### config.mk
export PLATFORM = sky130hd
export DESIGN_NAME = sr_ff_arbiter
export DESIGN_NICKNAME = d
export VERILOG_FILES = /design/src/rtl/sr_ctrl_pkg.sv /design/src/rtl/sr_ff_arbiter_gap_counter.sv /design/src/rtl/sr_ff_arbiter.sv
export SDC_FILE = /design/constraint.sdc
export NUM_CORES = 1
export LEC_CHECK = 0
export CORE_MARGIN = 2
export CORE_UTILIZATION = 43
export CTS_CLUSTER_DIAMETER = 50
export DETAILED_ROUTE_END_ITERATION = 10
export PLACE_DENSITY = 0.71
export SKIP_LAST_GASP = 1
export SLEW_MARGIN = 20
export SYNTH_ARGS = -nofsm -noshare
export SYNTH_HDL_FRONTEND = slang
export SYNTH_SLANG_ARGS = --single-unit
### constraint.sdc
create_clock -name clk -period 1.3 [get_ports clk]
set_clock_uncertainty 0.15 [all_clocks]
set_input_delay 0.26 -clock clk [delete_from_list [all_inputs] [get_ports clk]]
set_output_delay 0.26 -clock clk [all_outputs]
set_load 0.005 [all_outputs]
### src/rtl/sr_ctrl_pkg.sv
// Shared encodings for the sr_ff command arbiter: FSM states and set/clear ops.
// Latency: n/a (types and constants only).
// Backpressure: n/a.
package sr_ctrl_pkg;

   typedef enum logic [1:0] {
      IDLE  = 2'd0,
      ISSUE = 2'd1,
      GAP   = 2'd2
   } state_e;

   localparam logic OP_SET = 1'b1;
   localparam logic OP_CLR = 1'b0;

   // Round-robin pointer values: which requester wins a tie.
   localparam logic RR_FAV_A = 1'b0;
   localparam logic RR_FAV_B = 1'b1;

endpackage

### src/rtl/sr_ff_arbiter_gap_counter.sv
// Loadable up/down counter whose terminal-count flag times the post-command idle gap.
// Latency: count updates one cycle after en_i/load_i; tc_o is decoded from the register.
// Backpressure: none; the counter moves only when the owner enables it.
module gap_counter #(
   parameter int W = 4
) (
   input  logic         clk,
   input  logic         rst,
   input  logic         load_i,
   input  logic         en_i,
   input  logic         up_i,
   input  logic [W-1:0] load_val_i,
   input  logic [W-1:0] tc_val_i,
   output logic         tc_o
);

   logic [W-1:0] cnt_q;
   logic [W-1:0] cnt_d;

   // Next count: load has priority over counting.
   always_comb begin
      cnt_d = cnt_q;
      if (load_i) begin
         cnt_d = load_val_i;
      end else if (en_i) begin
         cnt_d = up_i ? cnt_q + 1'b1 : cnt_q - 1'b1;
      end
   end

   // Count register, cleared by reset.
   always_ff @(posedge clk or posedge rst) begin
      if (rst) begin
         cnt_q <= '0;
      end else begin
         cnt_q <= cnt_d;
      end
   end

   assign tc_o = (cnt_q == tc_val_i);

endmodule

### src/rtl/sr_ff_arbiter.sv
// Round-robin arbiter sharing one sr_ff between two set/clear requesters, with a shadow Q.
// Latency: req sampled in IDLE at edge t -> gnt and S/R high for cycle t..t+1, q_shadow valid after t+1.
// Backpressure: requests are level-held; they are ignored (not queued) while busy in ISSUE/GAP.
module sr_ff_arbiter
   import sr_ctrl_pkg::*;
#(
   parameter int GAP_CYCLES = 2,
   parameter int CNT_W      = 4
) (
   input  logic clk,
   input  logic rst,
   input  logic req_a,
   input  logic op_a,
   input  logic req_b,
   input  logic op_b,
   output logic gnt_a,
   output logic gnt_b,
   output logic S,
   output logic R,
   output logic q_shadow,
   output logic busy
);

   // A zero gap skips the GAP state entirely, so the terminal value is then don't-care.
   localparam logic             HAS_GAP = (GAP_CYCLES > 0);
   localparam logic [CNT_W-1:0] GAP_TC  = CNT_W'((GAP_CYCLES > 0) ? GAP_CYCLES - 1 : 0);

   state_e state_q, state_d;
   logic   ptr_q,   ptr_d;
   logic   op_q,    op_d;
   logic   gnt_a_q, gnt_a_d;
   logic   gnt_b_q, gnt_b_d;
   logic   s_q,     s_d;
   logic   r_q,     r_d;
   logic   q_q,     q_d;
   logic   busy_q,  busy_d;
   logic   pick_b;
   logic   gap_load;
   logic   gap_en;
   logic   gap_tc;

   gap_counter #(
      .W (CNT_W)
   ) u_gap (
      .clk        (clk),
      .rst        (rst),
      .load_i     (gap_load),
      .en_i       (gap_en),
      .up_i       (1'b1),
      .load_val_i ('0),
      .tc_val_i   (GAP_TC),
      .tc_o       (gap_tc)
   );

   // Next state and next registered outputs; S/R/gnt are computed on the winning edge
   // so that they are register outputs during the ISSUE cycle.
   always_comb begin
      state_d  = state_q;
      ptr_d    = ptr_q;
      op_d     = op_q;
      gnt_a_d  = 1'b0;
      gnt_b_d  = 1'b0;
      s_d      = 1'b0;
      r_d      = 1'b0;
      q_d      = q_q;
      gap_load = 1'b0;
      gap_en   = 1'b0;
      pick_b   = 1'b0;
      case (state_q)
         IDLE: begin
            if (req_a || req_b) begin
               pick_b  = req_b && (!req_a || (ptr_q == RR_FAV_B));
               op_d    = pick_b ? op_b : op_a;
               ptr_d   = pick_b ? RR_FAV_A : RR_FAV_B;
               gnt_a_d = !pick_b;
               gnt_b_d = pick_b;
               s_d     = (op_d == OP_SET) && !q_q;
               r_d     = (op_d == OP_CLR) && q_q;
               state_d = ISSUE;
            end
         end
         ISSUE: begin
            // The flop captures the pulse on this edge, so the shadow follows here.
            q_d = (op_q == OP_SET);
            if (((op_q == OP_SET) == q_q) || !HAS_GAP) begin
               state_d = IDLE;
            end else begin
               gap_load = 1'b1;
               state_d  = GAP;
            end
         end
         GAP: begin
            gap_en = 1'b1;
            if (gap_tc) begin
               state_d = IDLE;
            end
         end
         default: begin
            state_d = IDLE;
         end
      endcase
      busy_d = (state_d != IDLE);
   end

   // State, pointer and output registers; reset abandons any command in flight.
   always_ff @(posedge clk or posedge rst) begin
      if (rst) begin
         state_q <= IDLE;
         ptr_q   <= RR_FAV_A;
         op_q    <= OP_CLR;
         gnt_a_q <= 1'b0;
         gnt_b_q <= 1'b0;
         s_q     <= 1'b0;
         r_q     <= 1'b0;
         q_q     <= 1'b0;
         busy_q  <= 1'b0;
      end else begin
         state_q <= state_d;
         ptr_q   <= ptr_d;
         op_q    <= op_d;
         gnt_a_q <= gnt_a_d;
         gnt_b_q <= gnt_b_d;
         s_q     <= s_d;
         r_q     <= r_d;
         q_q     <= q_d;
         busy_q  <= busy_d;
      end
   end

   assign gnt_a    = gnt_a_q;
   assign gnt_b    = gnt_b_q;
   assign S        = s_q;
   assign R        = r_q;
   assign q_shadow = q_q;
   assign busy     = busy_q;

endmodule

==> run metrics <==
outcome finished with violations; failing checks setup timing; syn_nets 61; GRT overflow 0; antenna cells 0; Die ar. 0.001767 mm²; CP max stage delay 0.42 ns; layout cells sized above 1 0.4691; cts hold-fix bufs 0; Adder-Cell Fraction of Synth Area 0.04024; Final Hold Vio Count 0; Power Density 2169 mW/mm²; Post-Synthesis Cells 53; HPWL after DPL 914.8 µm; multiplexer share of the synthesized area 0.04225; leakage dissipation 0.4455 nW; H-tree depth 1; crit share post-route 1.007; Max transition margin 0.8578; Max Slew Vio Count 0; WP data required 1.32 ns; CTS tree built; Cell variety after synth 27; hold crit path type input pin to asynchronous set/reset pin; final worst slack -0.009314 ns; Syn. warnings 0; drt first pass iters 2; Worst Setup Start Kind input pin; RSZ-0062 raised after global routing true; kind of end point of the critical path register; Seq cells post-synth 14; initial DRC count 2; initial antenna violation count 0; CP Max Fanout 4; MaxCap Viol Count 0; DR DRC count 0; Root Buffer clkbuf_4; clk buf depth 2; Fmax achieved 763.8 MHz; CP Cell Sequence clkdlybuf4s50_1, or2_4, nand2_4, inv_4, mux2_4; minimum clock period 1.309 ns; area grow syn2layout 52.31%; simple-gate share of the synthesized area 0.1972; Synth Area in XOR/XNOR 0.02817; Worst-Skew Late Latency 0.28 ns; largest family of logic cells by synthesized area simple AND/OR/NAND/NOR gates; Total Routing Usage GR 0.1732; register area share after synthesis 0.5634; area leader, netlist dfrtp_1; CTS Sinks 14; Area contributors post-synth dfrtp_1, ha_1, nand2b_1, nand3_1, mux2_4; post-route non-filler standard cell count 96; DR WL/cell 12.74 µm; Place WS -0.3310 ns; Tot Pwr 2.055 mW; Inserted Clock Buffers 3; dpl cells 90; Tightest Pin Transition 0.2133 ns; Starting Density 0.4662; Post-Syn Area 621.8 µm²; Yosys top cell area share 0.5634; Total Wirelength 1.223 mm; row count 13; Max stage delay cell, worst path clkdlybuf4s50_1; die span in y 42.03 µm; core area 0.001334 mm²; Arr. time, crit path 1.33 ns; Peak supply drop 0.9990 mV; Fin Hold WS 0.1169 ns; final setup vio count 1; vias in the first global route 512; register clock-pin slew on the reported worst setup and hold paths 0.08 ns; GP Congestion 0.7838; vias 479; DRT antenna net count 0; compound-cell area share of the yosys netlist 0.1066; largest net degree at the start of global routing 15; Setup CP Type input pin to register; IO buf count 11; Vias per Instance 4.990; I/O Pins 12; Syn Area/Cell 11.73 µm²; Chip Width 42.03 µm; global-route wire length before repair 2.201 mm; Nets 90
## layer usage
metal,routed length (µm),GRT usage,vias to the layer above
li1,-,-,245
met3,49,0.05172,4
met2,612,0.2719,9
met4,34,0.1125,0
met1,526,0.2056,221
met5,0,0,-
## what timing repair did
item                       in CTS  in global routing
setup endpoints to repair       9                 11
setup buffers                   1                  1
resized for setup              17                 14
pin swaps                       2                  4
## kinds of logic after synthesis
| logic type | count (synthesis) |
|---|---|
| DFF | 14 |
| and+or+nand+nor | 20 |
| xor gates and xnor gates | 2 |
| buffers and inverters | 3 |
| muxes | 2 |
| adders and majority gates | 2 |
| AOI/OAI and AO/OA | 10 |
## worst paths after layout
| path | from | endpoint | slack (ns) | depth (start not counted) |
|---|---|---|---|---|
| worst max-delay path | req_b | ptr_q | -0.009 | 5 |
| worst min-delay path | rst | u_gap.cnt_q[3] | 0.12 | 3 |
| worst max register to register | state_q[0] | ptr_q | 0 | 4 |
| worst min register to register | u_gap.cnt_q[0] | u_gap.cnt_q[0] | 0.39 | 1 |
| max in group asynchronous | rst | state_q[1] | 0.71 | 3 |
| min in group clk | req_a | gnt_a | 0.37 | 4 |
## state kept, by name, summed over array words and instances, names as in the netlist
| register | cells |
|---|---|
| u_gap.cnt_q | 4 |
| gnt_a | 1 |
| S | 1 |
| gnt_b | 1 |
| q_shadow | 1 |
| R | 1 |
| op_q | 1 |
| ptr_q | 1 |
| state_q | 2 |
| busy | 1 |
## where the power goes
part           leakage (nW)  internal [mW]  switching [mW]
Combinational         0.250          0.589           0.390
Clock                0.0210          0.171           0.139
Sequential            0.175          0.606           0.161
Total                 0.445           1.37           0.689
## metrics by stage
stage               setup TNS [ns]  area, µm²    util
floorplan                        0      624.3       -
global placement            -1.448      835.8  0.6266
detailed placement          -1.528      835.8  0.6266
CTS                              0      900.9  0.6754
global route               -0.1295      947.2  0.7101
finish                   -0.009314      947.2  0.7101
## cells in the mapped netlist
cell type	count
o22ai_1	2
nand3_1	3
a211oi_1	1
nand2_4	1
or3_1	1
and4_1	1
a31oi_1	1
nor3b_1	1
dfrtp_1	14
nor3_1	1
ha_1	2
xnor2_1	1
nand3b_1	1
mux2_4	1
nor2_1	3
inv_1	2
inv_4	1
nand2_1	2
nand2b_1	4
or2_4	1
a21bo_2	1
nand4b_1	1
mux2_2	1
a21oi_1	2
o21ai_0	1
xor2_1	1
o211ai_1	2
## cells in the final DEF, fill, tap and decap left out, types with 2 or more instances in the layout
master	n
dfrtp_2	2
buf_4	12
nor2_1	2
clkdlybuf4s15_1	3
o211ai_1	2
nand3_1	3
nand2b_4	3
nand2_1	2
clkdlybuf4s50_1	4
clkbuf_2	3
clkbuf_4	3
a21oi_1	2
dfrtp_1	12
inv_1	2
## worst max-delay path: cells and delay by family
kind | cells | cell delay, ns
simple gates | 2 | 0.33
mux | 1 | 0.28
buf+inv | 2 | 0.46
## cell type report
cell class	count	area, µm²
fillers	109	386.6
flip-flops and latches	14	352.8
multi-input cells	36	330.3
repair buffers	24	195.2
clock buffers	4	36.28
well taps	15	18.77
inverters	3	13.76
Note: power is estimated with default switching activity, not from simulation.
